==> config.mk <==
export PLATFORM = sky130hd
export DESIGN_NAME = aes_rkey_sched192_flat
export DESIGN_NICKNAME = d
export VERILOG_FILES = /design/src/rtl/aes_rkey_sched192_if.sv /design/src/rtl/aes_rkey_sched192.sv /design/src/flat_wrapper.sv
export SDC_FILE = /design/constraint.sdc
export NUM_CORES = 1
export LEC_CHECK = 0
export ABC_CLOCK_PERIOD_IN_PS = 29700
export CAP_MARGIN = 20
export CORE_ASPECT_RATIO = 1.25
export CORE_MARGIN = 2
export CORE_UTILIZATION = 45
export DETAILED_ROUTE_END_ITERATION = 12
export PLACE_DENSITY = 0.65
export SYNTH_ARGS = -nofsm -noshare
export SYNTH_HDL_FRONTEND = slang
export SYNTH_SLANG_ARGS = --single-unit
export TNS_END_PERCENT = 100
==> constraint.sdc <==
create_clock -name clk -period 29.7 [get_ports clk]
set_input_delay 7.425 -clock clk [delete_from_list [all_inputs] [get_ports clk]]
set_output_delay 7.425 -clock clk [all_outputs]
set_load 0.01 [all_outputs]
==> src/rtl/aes_rkey_sched192_if.sv <==
// Key-load, expander and round-datapath signal bundle for aes_rkey_sched192.
//   key_in/key_vld/key_rdy          : cipher key offer from the core
//   kx_kt/kx_kt_vld/kx_kt_rdy       : key handed to the 192-bit key expander
//   kx_rkey/kx_rkey_vld/kx_rkey_last: round keys streamed back by the expander
//   rk_out/rk_vld/rk_rdy/rk_idx/rk_last : round keys served to the datapath
//   keys_ready/err                  : buffer status and sticky sequencing error
// The scheduler uses the slave modport; the surrounding core (or a bench) uses master.
interface aes_rkey_sched192_if;
    logic [0:191] key_in;
    logic         key_vld;
    logic         key_rdy;
    logic [0:191] kx_kt;
    logic         kx_kt_vld;
    logic         kx_kt_rdy;
    logic [0:127] kx_rkey;
    logic         kx_rkey_vld;
    logic         kx_rkey_last;
    logic [0:127] rk_out;
    logic         rk_vld;
    logic         rk_rdy;
    logic [3:0]   rk_idx;
    logic         rk_last;
    logic         keys_ready;
    logic         err;

    modport slave (
        input  key_in, key_vld, kx_kt_rdy, kx_rkey, kx_rkey_vld, kx_rkey_last, rk_rdy,
        output key_rdy, kx_kt, kx_kt_vld, rk_out, rk_vld, rk_idx, rk_last, keys_ready, err
    );

    modport master (
        output key_in, key_vld, kx_kt_rdy, kx_rkey, kx_rkey_vld, kx_rkey_last, rk_rdy,
        input  key_rdy, kx_kt, kx_kt_vld, rk_out, rk_vld, rk_idx, rk_last, keys_ready, err
    );
endinterface

==> src/rtl/aes_rkey_sched192.sv <==
// Round-key scheduler for the AES-192 decryption path.
// Runs the external key expander once per cipher key, captures its 13 round keys
// into a local buffer and then replays them to the round datapath once per block
// (index 12 down to 0 when REVERSE = 1, 0 up to 12 otherwise).
// Ports:
//   clk   : rising-edge clock
//   rst_n : synchronous active-low reset (the expander is reset from the same net)
//   bus   : aes_rkey_sched192_if.slave -- key load, expander and datapath handshakes
module aes_rkey_sched192 #(
    parameter bit REVERSE = 1'b1
) (
    input  logic               clk,
    input  logic               rst_n,
    aes_rkey_sched192_if.slave bus
);

    localparam logic [1:0] ST_IDLE    = 2'd0;
    localparam logic [1:0] ST_LOAD    = 2'd1;
    localparam logic [1:0] ST_CAPTURE = 2'd2;
    localparam logic [1:0] ST_READY   = 2'd3;

    localparam logic [3:0] START_IDX = REVERSE ? 4'd12 : 4'd0;
    localparam logic [3:0] END_IDX   = REVERSE ? 4'd0  : 4'd12;

    logic [1:0]   state_r;
    logic [3:0]   wr_ptr_r;
    logic [3:0]   rd_ptr_r;
    logic         keys_ready_r;
    logic         err_r;
    logic [0:191] key_reg_r;
    logic [0:127] rk_buf_r [0:12];

    logic         key_rdy_s;
    logic         key_take_s;
    logic         at_end_s;
    logic [3:0]   rd_step_s;

    // Key acceptance and read-pointer stepping helpers
    always_comb begin
        key_rdy_s  = (state_r == ST_IDLE) || ((state_r == ST_READY) && (rd_ptr_r == START_IDX));
        key_take_s = bus.key_vld && key_rdy_s;
        at_end_s   = (rd_ptr_r == END_IDX);
        if (REVERSE) begin
            rd_step_s = rd_ptr_r - 4'd1;
        end else begin
            rd_step_s = rd_ptr_r + 4'd1;
        end
    end

    // Output decode: serving outputs are live only in READY so stale buffer data never leaks
    always_comb begin
        bus.key_rdy    = key_rdy_s;
        bus.kx_kt      = key_reg_r;
        bus.kx_kt_vld  = (state_r == ST_LOAD);
        bus.keys_ready = keys_ready_r;
        bus.err        = err_r;
        if (state_r == ST_READY) begin
            bus.rk_vld  = 1'b1;
            bus.rk_out  = rk_buf_r[rd_ptr_r];
            bus.rk_idx  = rd_ptr_r;
            bus.rk_last = at_end_s;
        end else begin
            bus.rk_vld  = 1'b0;
            bus.rk_out  = 128'h0;
            bus.rk_idx  = 4'd0;
            bus.rk_last = 1'b0;
        end
    end

    // Control FSM, write/read pointers and status flags
    always_ff @(posedge clk) begin
        if (!rst_n) begin
            state_r      <= ST_IDLE;
            wr_ptr_r     <= 4'd0;
            rd_ptr_r     <= 4'd0;
            keys_ready_r <= 1'b0;
            err_r        <= 1'b0;
        end else begin
            case (state_r)
                ST_IDLE: begin
                    if (key_take_s) begin
                        state_r      <= ST_LOAD;
                        keys_ready_r <= 1'b0;
                    end
                end
                ST_LOAD: begin
                    // Round key 0 appears combinationally in the same cycle the expander takes the key
                    if (bus.kx_kt_rdy && bus.kx_rkey_vld) begin
                        state_r  <= ST_CAPTURE;
                        wr_ptr_r <= 4'd1;
                    end
                end
                ST_CAPTURE: begin
                    if (bus.kx_rkey_vld) begin
                        if (bus.kx_rkey_last) begin
                            if (wr_ptr_r != 4'd12) begin
                                err_r <= 1'b1;
                            end
                            state_r      <= ST_READY;
                            keys_ready_r <= 1'b1;
                            rd_ptr_r     <= START_IDX;
                        end else if (wr_ptr_r <= 4'd12) begin
                            // Saturates at 13 if the expander overruns, so no entry is overwritten
                            wr_ptr_r <= wr_ptr_r + 4'd1;
                        end
                    end
                end
                ST_READY: begin
                    // A rekey can only win at block start, so it never truncates a block
                    if (key_take_s) begin
                        state_r      <= ST_LOAD;
                        keys_ready_r <= 1'b0;
                    end else if (bus.rk_rdy) begin
                        if (at_end_s) begin
                            rd_ptr_r <= START_IDX;
                        end else begin
                            rd_ptr_r <= rd_step_s;
                        end
                    end
                end
                default: begin
                    state_r <= ST_IDLE;
                end
            endcase
        end
    end

    // Key register and round-key buffer; pure storage, contents are don't-care until READY
    always_ff @(posedge clk) begin
        if (key_take_s) begin
            key_reg_r <= bus.key_in;
        end
        if ((state_r == ST_LOAD) && bus.kx_kt_rdy && bus.kx_rkey_vld) begin
            rk_buf_r[0] <= bus.kx_rkey;
        end else if ((state_r == ST_CAPTURE) && bus.kx_rkey_vld && (wr_ptr_r <= 4'd12)) begin
            rk_buf_r[wr_ptr_r] <= bus.kx_rkey;
        end
    end

endmodule

==> src/flat_wrapper.sv <==
// flat-port wrapper written by rule: the top's interface ports become plain ports
module aes_rkey_sched192_flat 
#(
    parameter bit REVERSE = 1'b1
)
  (clk, rst_n, bus_key_in, bus_key_vld, bus_kx_kt_rdy, bus_kx_rkey, bus_kx_rkey_vld, bus_kx_rkey_last, bus_rk_rdy, bus_key_rdy, bus_kx_kt, bus_kx_kt_vld, bus_rk_out, bus_rk_vld, bus_rk_idx, bus_rk_last, bus_keys_ready, bus_err);
  aes_rkey_sched192_if bus_i ();
  input  logic clk;
  input  logic rst_n;
  input wire logic [$bits(bus_i.key_in)-1:0] bus_key_in;
  input wire logic [$bits(bus_i.key_vld)-1:0] bus_key_vld;
  input wire logic [$bits(bus_i.kx_kt_rdy)-1:0] bus_kx_kt_rdy;
  input wire logic [$bits(bus_i.kx_rkey)-1:0] bus_kx_rkey;
  input wire logic [$bits(bus_i.kx_rkey_vld)-1:0] bus_kx_rkey_vld;
  input wire logic [$bits(bus_i.kx_rkey_last)-1:0] bus_kx_rkey_last;
  input wire logic [$bits(bus_i.rk_rdy)-1:0] bus_rk_rdy;
  output wire logic [$bits(bus_i.key_rdy)-1:0] bus_key_rdy;
  output wire logic [$bits(bus_i.kx_kt)-1:0] bus_kx_kt;
  output wire logic [$bits(bus_i.kx_kt_vld)-1:0] bus_kx_kt_vld;
  output wire logic [$bits(bus_i.rk_out)-1:0] bus_rk_out;
  output wire logic [$bits(bus_i.rk_vld)-1:0] bus_rk_vld;
  output wire logic [$bits(bus_i.rk_idx)-1:0] bus_rk_idx;
  output wire logic [$bits(bus_i.rk_last)-1:0] bus_rk_last;
  output wire logic [$bits(bus_i.keys_ready)-1:0] bus_keys_ready;
  output wire logic [$bits(bus_i.err)-1:0] bus_err;
  assign bus_i.key_in = bus_key_in;
  assign bus_i.key_vld = bus_key_vld;
  assign bus_i.kx_kt_rdy = bus_kx_kt_rdy;
  assign bus_i.kx_rkey = bus_kx_rkey;
  assign bus_i.kx_rkey_vld = bus_kx_rkey_vld;
  assign bus_i.kx_rkey_last = bus_kx_rkey_last;
  assign bus_i.rk_rdy = bus_rk_rdy;
  assign bus_key_rdy = bus_i.key_rdy;
  assign bus_kx_kt = bus_i.kx_kt;
  assign bus_kx_kt_vld = bus_i.kx_kt_vld;
  assign bus_rk_out = bus_i.rk_out;
  assign bus_rk_vld = bus_i.rk_vld;
  assign bus_rk_idx = bus_i.rk_idx;
  assign bus_rk_last = bus_i.rk_last;
  assign bus_keys_ready = bus_i.keys_ready;
  assign bus_err = bus_i.err;
  aes_rkey_sched192 #(.REVERSE(REVERSE)) u_core (.clk(clk), .rst_n(rst_n), .bus(bus_i));
endmodule
# Word level (Yosys, flattened, before mapping)
# Memory sizes are Yosys's and may differ from the RTL's. A register that Yosys moved wholly into a read port is not among the register bits.
# Cells that the tools add are included.
# word_totals
in_bits	327
word_cells	77
n_memories	1
mem_bits_rw	1664
out_inout_bits	330
reg_bits	204
# classes
n_reduce_logical	20
add_sub_neg	2
order_cmp	1
n_mux	34
eq_ne	13
# memory_table
name	depth	word_bits	rd	rd_ports_with_merged_regs	write_ports	line_no	text
u_core.rk_buf_r	13	128	1	1	1	aes_rkey_sched192.sv:31	logic [0:127] rk_buf_r [0:12];
# op_table
cell	count
128-bit 2-to-1 mux	2
128-bit OR reduction	1
4-bit 2-to-1 mux	13
4-bit case mux with 2 select lines	2
4-bit AND reduction	3
1-bit 2-to-1 mux	11
2-bit != test (second input constant)	5
5-bit AND reduction	2
2-bit 2-to-1 mux	4
1-bit logical AND	7
2-bit by 1-bit != test with 1-bit output (second input constant)	3
2-bit case mux with 3 select lines	1
2-bit nonzero test	3
4-bit by 1-bit adder with 4-bit output (second input constant)	1
2-bit equality test (second input constant)	2
4-bit equality test (second input constant)	1
4-bit less-or-equal comparator (second input constant)	1
4-bit zero test	1
4-bit != test (second input constant)	1
4-bit by 1-bit subtractor with 4-bit output (second input constant)	1
2-bit by 1-bit equality test with 1-bit output (second input constant)	1
2-bit zero test	1
1-bit case mux with 2 select lines	1
2-bit OR reduction	1
1-bit logical OR	1

# Depth between registers and ports, before layout
# logic_depth
depth_word	8
ltp_mapped	8
depth_no_buf	7

# Worst setup path after synthesis
# No wires, ideal clock.
# synth_path
kind	input port to flip-flop
start	input bus_kx_rkey_vld
end	memory u_core.rk_buf_r[1][0] in the netlist's numbering (enable)
t_arrival_ns	20.237
n_path_buf	1
setup_time_ns	0.928
path_stages	5
required_ns	28.772
path_slack_ns	8.535
path_cell_list	clkbuf_1 -> nand2_1 -> a21oi_1 -> nand2_1 -> nor4_1
# synth_via
elab_chain_cells	7
elab_cells_between_ends	11
classes_between	mux: 7; reduce/logical: 4
# synth_rtl
item	line_no	text
start, declared	flat_wrapper.sv:14	input wire logic [$bits(bus_i.kx_rkey_vld)-1:0] bus_kx_rkey_vld;
1-bit logical AND (2 in series)	aes_rkey_sched192.sv:135	end else if ((state_r == ST_CAPTURE) && bus.kx_rkey_vld && (wr_ptr_r <= 4'd12)) begin
1-bit 2-to-1 mux	aes_rkey_sched192.sv:135	
1-bit 2-to-1 mux	aes_rkey_sched192.sv:133	if ((state_r == ST_LOAD) && bus.kx_kt_rdy && bus.kx_rkey_vld) begin
1-bit 2-to-1 mux (not written as such)	aes_rkey_sched192.sv:136	rk_buf_r[wr_ptr_r] <= bus.kx_rkey;
128-bit OR reduction (no source line)	-	
4-bit 2-to-1 mux (no source line) / 1-bit 2-to-1 mux (equally long branches)	-	
end, declared	aes_rkey_sched192.sv:31	
# Several ways; a longest one is shown, not always the timed one.

==> reports/qor.yml <==
drive_gt1_share_pct: 18.8
finalSetupTns_ps: 0
max_slew_margin_pct: 25.5
synthArstFlopShare_pct: 0
ir_drop_mv: 0.0580
powerDensity_nw_per_um2: 71.7
p_seq_share_pct: 51.5
yosys-top-cells-area: "edfxtp_1 (81%), mux4_2 (13%), a22oi_1 (2.8%)"
core_um2: 152000
antenna_left: 0
min_from: "u_core.bus.err$_SDFFE_PN0P_"
synth_top_area_share_pct: 81.2
switching_power_mw: 1.39
nets: 3998
start_kind: "register"
crit_path_frequent_cell: "buf_4"
p_leak_nw: 25.9
hold_path_depth: 2
path_class: "reg -> out"
critPathBufInv: 4
rsz0062_at_grt: "false"
cts_setup_buffers: 0
clockRootBuffer: "clkbuf_16"
finalHoldViolCount: 0
start_util_pct: 45.2
viasPerCell: 5.76
io_buffers: 656
crit_path_cell_trace: "buf_12 > buf_4 > buf_4 > mux4_2 > a22oi_1 > nand2_1 > clkdlybuf4s50_1"
cp_max_fo: 99
power_frac_comb_pct: 11.2
synth_warnings: 0
holdWs_ps: 478
slew_violations: 0
grt_max_degree: 121
grt_use_total_pct: 22.7
drtIter0Drc: 3247
wl_per_cell_um: 30.4
dp.cells: 5504
crit_arrival_ps: 5710
max_clock_freq_ghz: 0.0761
htreeDepth: 4
cts_hold_buf: 0
internal_power_mw: 4.58
dieWidth_um: 353
syn-num-nets: 3252
insertion_delay_ps: 830
finalNonFillerCells: 5843
cts_buffers: 180
gp_congestion: 0.856
boundaryPins: 657
synth_ff_type: "edfxtp_1"
antenna_found_initial: 33
reg2reg_depth: 8
seq_area_frac_synth_pct: 81.7
routed_wirelength_mm: 178
worst_pin_slew_ps: 1120
yosys_register_bits: 1872
ys_types: 42
pwr-share-clk_pct: 37.3
status: "finished clean"
postSynthAreaPerCell_um2: 23.5
setup_viol: 0
p_sw_share_pct: 23.3
hpwlAfterDp_mm: 101
worst_slack_ps: 16570
final_cell_mix: "edfxtp_1 (1856), clkdlybuf4s50_1 (656), mux4_2 (385)"
cts_tree: "yes"
cp_slowest_stage_delay_ps: 880
final_common_cell: "edfxtp_1"
finClkSkew_ps: 41.8
dp_worst_setup_slack_ps: 17210
reg2reg_slack_ps: 25240
vias: 33700
drc: 0
die_height_um: 441
grt_pass1_vias: 33800
required_ps: 22270
final_util_pct: 55.0
min-delay-path-class: "reg -> reg"
path_clk_slew_ps: 70
r2r_start: "u_core.state_r[0]$_SDFFE_PN0P_"
cts_num_sinks: 1872
overflow: 0
syn_area_um2: 68600
syn2layout_area_growth_pct: 21.5
rows: 160
synth.largest_area_cell: "edfxtp_1"
post-route-period-util_pct: 44.2
synth-edff-count: 1856
reg2reg_to: "u_core.rk_buf_r[5][44]$_DFFE_PP_"
cp-end-kind: "primary output"
cpMaxStageDelayCell: "buf_4"
cts_resized: 0
grt_first_pass_wirelength_mm: 251
min_period_ps: 13130
dr.pass1.iters: 5
synth_cells: 2916
worstHoldEndpoint: "u_core.bus.err$_SDFFE_PN0P_"
cpLargestDelayFamily: "buffers and inverters"
drv_cap: 0
clockBufferDepth: 3
die_area_um2: 156000
## how the worst max path moves through the flow
stage | start | to | slack, ps | depth (start not counted)
2_1_floorplan | bus_kx_rkey_vld | u_core.rk_buf_r[1][0]$_DFFE_PP_ | 8540 | 5
5_1_grt | register | bus_rk_out[37] | 15960 | 7
3_5_place_dp | register | bus_rk_out[37] | 17210 | 7
3_3_place_gp | register | bus_rk_out[37] | 17150 | 7
6_report | register | bus_rk_out[38] | 16570 | 7
4_1_cts | register | bus_rk_out[37] | 16300 | 7
## metrics by stage
step / cell area (um^2) / power [mW]
after floorplan: 68600 / 3.44
after global placement: 77600 / 3.80
after detailed placement: 77600 / 3.81
after CTS: 83300 / 6.03
after global routing: 83400 / 6.16
final: 83400 / 5.98
## synthesized netlist by cell type, drive strengths merged, types with 2 or more instances
cell / number
a21boi: 4
a21oi: 8
a22oi: 254
a311oi: 2
and2: 5
and3: 4
and3b: 2
buf: 94
clkbuf: 57
dfxtp: 16
edfxtp: 1856
ha: 9
inv: 11
mux2i: 3
mux4: 385
nand2: 141
nand2b: 3
nand3: 5
nand4: 4
nor2: 10
nor3: 8
nor3b: 3
nor4: 7
o211a: 2
o21ai: 6
o31ai: 5
## worst min-delay path, stage by stage, from the launching register on
cell and delay, ps:
dfxtp_1 330, a41oi_1 40, nor2_1 70
## state kept, by name, indices dropped and copies added, names as in the netlist, named ones only
register	cells
u_core.bus.err	1
u_core.bus.keys_ready	1
u_core.bus.kx_kt	192
u_core.rd_ptr_r	4
u_core.rk_buf_r	1664
u_core.state_r	2
u_core.wr_ptr_r	4
## power by group through the flow
stage	logic [mW]	clock network, mW	registers [mW]
2_1_floorplan	0.290	0	3.15
3_3_place_gp	0.675	0	3.13
3_5_place_dp	0.678	0	3.13
4_1_cts	0.681	2.28	3.07
5_1_grt	0.709	2.37	3.08
6_report	0.671	2.23	3.07
## kinds of logic after synthesis
| group | synth area share (%) |
|---|---|
| compound gates | 3.14 |
| flops | 81.7 |
| buf+inv | 1.14 |
| fa+ha+maj | 0.164 |
| mux | 12.7 |
| simple gates | 1.24 |
## final cells by class
| class | instances | area (um^2) |
|---|---|---|
| repair buffers | 715 | 7090 |
| diodes | 9 | 22.5 |
| flip-flops and latches | 1872 | 56100 |
| fillers | 11400 | 68400 |
| well taps | 2025 | 2530 |
| multi-input cells | 882 | 11900 |
| inverters | 11 | 48.8 |
| clock inverters | 111 | 985 |
| clock buffers | 218 | 4730 |
## routing by layer
layer	vias up	wire length, um	track usage (%)
met2	1253	92300	39.2
li1	14000	-	-
met3	295	11800	4.95
met5	-	162	0
met1	18100	67500	28.2
met4	26	5980	8.33
Note: power is estimated with default switching activity, not from simulation.
